[config.mk]
export PLATFORM = sky130hd
export DESIGN_NAME = lcd_hd44780_tx
export DESIGN_NICKNAME = d
export VERILOG_FILES = /design/src/rtl/lcd_hd44780_tx.sv
export SDC_FILE = /design/constraint.sdc
export NUM_CORES = 1
export LEC_CHECK = 0
export ABC_CLOCK_PERIOD_IN_PS = 5600
export BUFFER_PORTS_ARGS = -buffer_cell sky130_fd_sc_hd__buf_2
export CORE_ASPECT_RATIO = 2
export CORE_MARGIN = 2
export CORE_UTILIZATION = 66
export CTS_BUF_LIST = sky130_fd_sc_hd__clkbuf_8
export CTS_CLUSTER_SIZE = 24
export DETAILED_ROUTE_END_ITERATION = 12
export PLACE_DENSITY = 0.91
export SETUP_SLACK_MARGIN = 0.3
export SYNTH_ARGS = -nofsm -noshare
export SYNTH_HDL_FRONTEND = slang
export SYNTH_SLANG_ARGS = --single-unit
[constraint.sdc]
create_clock -name i_clk -period 5.6 [get_ports i_clk]
set_input_delay 1.12 -clock i_clk [delete_from_list [all_inputs] [get_ports i_clk]]
set_output_delay 1.12 -clock i_clk [all_outputs]
set_load 0.01 [all_outputs]
[src/rtl/lcd_hd44780_tx.sv]
// Write-only HD44780 bus transmitter: runs the power-up init sequence after reset,
// then turns valid/ready byte writes into timed E-strobe cycles (busy flag never read).
module lcd_hd44780_tx #(
    parameter int T_POWERUP    = 750000,
    parameter int T_SETUP      = 4,
    parameter int T_EN_HIGH    = 12,
    parameter int T_HOLD       = 4,
    parameter int T_CMD_WAIT   = 2000,
    parameter int T_CLEAR_WAIT = 82000
) (
    input  logic       i_clk,
    input  logic       i_reset,
    input  logic       i_valid,
    output logic       o_ready,
    input  logic       i_rs,
    input  logic [7:0] i_data,
    output logic [7:0] o_lcd_data,
    output logic       o_lcd_rs,
    output logic       o_lcd_rw,
    output logic       o_lcd_en,
    output logic       o_lcd_on,
    output logic       o_init_done,
    output logic       o_busy
);

    localparam int T_MAX_A = (T_POWERUP > T_CLEAR_WAIT) ? T_POWERUP : T_CLEAR_WAIT;
    localparam int T_MAX_B = (T_CMD_WAIT > T_EN_HIGH) ? T_CMD_WAIT : T_EN_HIGH;
    localparam int T_MAX_C = (T_SETUP > T_HOLD) ? T_SETUP : T_HOLD;
    localparam int T_MAX_D = (T_MAX_A > T_MAX_B) ? T_MAX_A : T_MAX_B;
    localparam int T_MAX   = (T_MAX_D > T_MAX_C) ? T_MAX_D : T_MAX_C;
    localparam int CW      = ($clog2(T_MAX + 1) > 20) ? $clog2(T_MAX + 1) : 20;

    localparam logic [CW-1:0] PWR_LAST = CW'(T_POWERUP - 1);
    localparam logic [CW-1:0] SETUP_LD = CW'(T_SETUP - 1);
    localparam logic [CW-1:0] EN_LD    = CW'(T_EN_HIGH - 1);
    localparam logic [CW-1:0] HOLD_LD  = CW'(T_HOLD - 1);
    localparam logic [CW-1:0] CMD_LD   = CW'(T_CMD_WAIT - 1);
    localparam logic [CW-1:0] CLR_LD   = CW'(T_CLEAR_WAIT - 1);

    typedef enum logic [2:0] {
        S_PWRUP, S_SETUP, S_EN_HI, S_HOLD, S_WAIT, S_IDLE
    } state_t;

    state_t        r_state;
    logic [CW-1:0] r_cnt;
    logic [2:0]    r_idx;
    logic          r_long;
    logic          w_last;

    // {long_wait, byte}; the three wake-up 0x30s collapse into entries 0 and 1
    function automatic logic [8:0] rom(input logic [2:0] idx);
        case (idx)
            3'd0:    rom = {1'b1, 8'h30};
            3'd1:    rom = {1'b0, 8'h30};
            3'd2:    rom = {1'b0, 8'h38};
            3'd3:    rom = {1'b0, 8'h08};
            3'd4:    rom = {1'b1, 8'h01};
            3'd5:    rom = {1'b0, 8'h06};
            3'd6:    rom = {1'b0, 8'h0C};
            default: rom = {1'b0, 8'h00};
        endcase
    endfunction

    assign w_last   = (r_cnt == '0);
    assign o_lcd_rw = 1'b0;

    always_ff @(posedge i_clk or negedge i_reset) begin
        if (!i_reset) begin
            r_state     <= S_PWRUP;
            r_cnt       <= '0;
            r_idx       <= 3'd0;
            r_long      <= 1'b0;
            o_ready     <= 1'b0;
            o_busy      <= 1'b1;
            o_init_done <= 1'b0;
            o_lcd_en    <= 1'b0;
            o_lcd_data  <= 8'h00;
            o_lcd_rs    <= 1'b0;
            o_lcd_on    <= 1'b0;
        end else begin
            o_lcd_on <= 1'b1;
            case (r_state)
                // counts up from the reset value of 0 so PWRUP lasts exactly T_POWERUP
                S_PWRUP: begin
                    if (r_cnt == PWR_LAST) begin
                        {r_long, o_lcd_data} <= rom(3'd0);
                        o_lcd_rs <= 1'b0;
                        r_idx    <= 3'd0;
                        r_cnt    <= SETUP_LD;
                        r_state  <= S_SETUP;
                    end else begin
                        r_cnt <= r_cnt + CW'(1);
                    end
                end
                S_SETUP: begin
                    if (w_last) begin
                        o_lcd_en <= 1'b1;
                        r_cnt    <= EN_LD;
                        r_state  <= S_EN_HI;
                    end else begin
                        r_cnt <= r_cnt - CW'(1);
                    end
                end
                S_EN_HI: begin
                    if (w_last) begin
                        o_lcd_en <= 1'b0;
                        r_cnt    <= HOLD_LD;
                        r_state  <= S_HOLD;
                    end else begin
                        r_cnt <= r_cnt - CW'(1);
                    end
                end
                S_HOLD: begin
                    if (w_last) begin
                        r_cnt   <= r_long ? CLR_LD : CMD_LD;
                        r_state <= S_WAIT;
                    end else begin
                        r_cnt <= r_cnt - CW'(1);
                    end
                end
                S_WAIT: begin
                    if (w_last) begin
                        if (!o_init_done && r_idx != 3'd6) begin
                            r_idx                <= r_idx + 3'd1;
                            {r_long, o_lcd_data} <= rom(r_idx + 3'd1);
                            o_lcd_rs             <= 1'b0;
                            r_cnt                <= SETUP_LD;
                            r_state              <= S_SETUP;
                        end else begin
                            o_init_done <= 1'b1;
                            o_ready     <= 1'b1;
                            o_busy      <= 1'b0;
                            r_cnt       <= '0;
                            r_state     <= S_IDLE;
                        end
                    end else begin
                        r_cnt <= r_cnt - CW'(1);
                    end
                end
                S_IDLE: begin
                    if (i_valid) begin
                        o_lcd_data <= i_data;
                        o_lcd_rs   <= i_rs;
                        r_long     <= !i_rs && (i_data == 8'h01 || i_data == 8'h02);
                        o_ready    <= 1'b0;
                        o_busy     <= 1'b1;
                        r_cnt      <= SETUP_LD;
                        r_state    <= S_SETUP;
                    end
                end
                default: begin
                    r_cnt   <= '0;
                    r_state <= S_PWRUP;
                end
            endcase
        end
    end

endmodule

==> metrics.cfg <==
[finish]
fillers = 335
diodes = 0
drive_gt1_share_pct = 14.0
area_delta_synth_final_pct = 6.70
ff_latch_area_um2 = 1030
final_nets = 401
multi_input_area_um2 = 1820

[worst_setup_path]
cp-startpoint = r_state[0]
crit_required_ps = 5810
worstSetupEndpoint = r_cnt[6]
r2r_setup_slack_ps = 2660
path_delay_family = compound AO/OA/AOI/OAI gates
crit_path_max_incr_delay_ps = 1060
crit_slowest_cell = a21oi_1
cp.arrival_ps = 3140
cp-end-kind = register
critPathBufInv = 0
critPathKind = register to register
start_kind = register
cp_cell_sequence = nor2_1 -> nand2_1 -> a21oi_1 -> and2_1 -> o32ai_1 -> o21ai_0
cp_max_fo = 18
r2r_start = r_state[0]
r2r_cells = 6
r2r_end = r_cnt[6]
cp.depth = 6

[die]
die_h_um = 99.8
num_rows = 34
dieArea_um2 = 5170
initial_utilization_pct = 69.0
ioPinCount = 27
core_um2 = 4380
chipWidth_um = 51.9

[cts]
htree_levels = 2
cts_buffer_depth = 2
post_cts_buffers = 0
cts_buffers = 5
clkLatencyLatePin_ps = 300
cts_tree = built
cts_resized = 0
root_buffer = clkbuf_8
hold_buffers = 0
cts.clk_slew.worst_paths_ps = 80
cts.sinks = 41

[detailed_routing]
routedWlPerCell_um = 20.1
initialDrtViolationCount = 194
firstDrtPassIters = 5
ant_nets = 0
drc = 0
drt_wl_total_um = 8690
vias = 3036
via_per_inst = 7.01

[global_routing]
grt_pass1_vias = 2958
grt_pass1_wl_um = 14000
grt_max_degree = 42
grt.overflow.total = 0
grtUsageTotal_pct = 35.7
antenna_found_initial = 0

[yosys]
syn_area_per_cell_um2 = 8.15
yosys_warnings = 0
ys_types = 65
synth-seq-cells = 41
async_reset_ff_share_pct = 100
syn_nets = 394
synth_edf_count = 0
synth_ff_type = dfrtp_1
synthCells = 371
seq_area_frac_synth_pct = 34.0
syn_area_um2 = 3030

[sta]
min_period_ps = 2940
min_period_over_period_pct = 52.4
hold_viol = 0
rsz0062_at_grt = no
max-slew-margin-rel_pct = 10.0
clock_skew_ps = 5.15
tightest_slew_ps = 1350
fmax_mhz = 341
setup_tns_ps = 0
fin_ws_ps = 2660
final_max_slew_viol_count = 0
setup_viol = 0

[placement]
hpwl_um = 6330
place_ws_ps = 2780
gp_congestion = 0.998
io_buffers = 25

[power]
ir_drop_mv = 0.202
power_density_nw_per_um2 = 185
power.static_leakage_nw = 1.30

[status]
status = completed

[min_path]
min_path_type = register to register

[flow_run]
max_cap_viol_count = 0

[layout by cell type (no fill, tap or decap), drive strengths merged, types with 4 or more instances in the layout]
| cell type | Yosys | final |
|---|---|---|
| a31oi | 4 | 4 |
| o31ai | 4 | 4 |
| nand2 | 39 | 39 |
| and3 | 4 | 4 |
| ha | 11 | 11 |
| o21ai | 24 | 24 |
| xnor2 | 6 | 6 |
| nor2 | 33 | 33 |
| mux2 | 7 | 7 |
| nand4 | 9 | 9 |
| a221oi | 7 | 7 |
| o22ai | 9 | 9 |
| nor4 | 11 | 11 |
| a21o | 5 | 5 |
| clkbuf | 12 | 5 |
| buf | 13 | 25 |
| inv | 14 | 14 |
| a21oi | 23 | 23 |
| nand3 | 22 | 22 |
| dfrtp | 40 | 40 |
| nor3 | 19 | 19 |
[final cells by class]
type / instances / share of cell area, %
Tap cell: 54 / 2.09
Multi-Input combinational cell: 290 / 56.3
Clock inverter: 3 / 2.02
Sequential cell: 41 / 31.8
Timing Repair Buffer: 25 / 3.88
Inverter: 15 / 1.74
Clock buffer: 5 / 2.13
[stage by stage]
step | power, W | util [%] | std cells | hold slack (ps) | instance area (um^2)
floorplan | 0.000306 | - | 371 | 470 | 3030
global placement | 0.000318 | 70.6 | 425 | 456 | 3090
detailed placement | 0.000319 | 70.6 | 425 | 459 | 3090
CTS | 0.000600 | 73.7 | 433 | 472 | 3230
global route | 0.000607 | 73.7 | 433 | 501 | 3230
finish | 0.000598 | 73.7 | 433 | 469 | 3230
[cell usage after synthesis, drive strengths merged, types with 4 or more instances]
| cell | count | share of area, % |
|---|---|---|
| nor4 | 11 | 2.5 |
| buf | 13 | 2.6 |
| clkbuf | 12 | 1.5 |
| nor2 | 33 | 4.1 |
| and3 | 4 | 0.83 |
| nand2 | 39 | 4.9 |
| mux2 | 7 | 2.6 |
| inv | 14 | 1.7 |
| a21oi | 23 | 4.2 |
| xnor2 | 6 | 1.7 |
| o21ai | 24 | 4.1 |
| a21o | 5 | 1.2 |
| ha | 11 | 4.5 |
| nand4 | 9 | 2.1 |
| o22ai | 9 | 1.9 |
| o31ai | 4 | 0.99 |
| nor3 | 19 | 3.5 |
| a31oi | 4 | 0.83 |
| dfrtp | 40 | 33 |
| a221oi | 7 | 2.0 |
| nand3 | 22 | 3.6 |
[logic make-up (layout without fill, tap and decap cells)]
group,Yosys count,after routing,share of synthesized area (%)
AOI/OAI and AO/OA,104,104,23.2
adders and majority gates,11,11,4.55
other,2,2,0.248
buffers and inverters,40,48,5.95
and+or+nand+nor,155,155,26.2
muxes,10,10,3.60
DFF,41,41,34.0
xor gates and xnor gates,8,8,2.32
[flip-flops by register name, summed over array words and instances, names as in the netlist]
name and count:
o_lcd_rs 1, r_cnt 20, o_ready 1, r_long 1, o_busy 1, r_state 3, o_lcd_data 8, o_lcd_on 1
o_lcd_en 1, r_idx 3, o_init_done 1
[how the worst min path moves through the flow]
stage,from,depth (start not counted),slack (ps),endpoint
3_3_place_gp,o_busy,2,460,o_busy
6_report,o_busy,2,470,o_busy
3_5_place_dp,o_busy,2,460,o_busy
5_1_grt,o_busy,2,500,o_busy
2_1_floorplan,o_busy,2,470,o_busy
4_1_cts,o_busy,2,470,o_busy
[worst min-delay path, stage by stage, from the launching register on]
cell,delay (ps)
dfstp_2,370
inv_1,40
o22ai_1,60
[power by group]
part	switching [W]	total [W]	internal (W)	leakage, nW
Sequential	0.000000401	0.000297	0.000297	0.465
Clock	0.000109	0.000286	0.000177	0.0681
Combinational	0.0000105	0.0000153	0.00000475	0.765
Total	0.000119	0.000598	0.000479	1.30
[layer usage]
layer,global-route usage (%),wire length (um),part of all wire [%],up-vias
met4,24.3,556,6.4,0
met2,63.1,4670,54,174
met1,37.0,2970,34,1423
met3,4.95,491,5.7,52
li1,-,-,-,1387
met5,0,0,0,-
(Power assumes the default switching activity.)
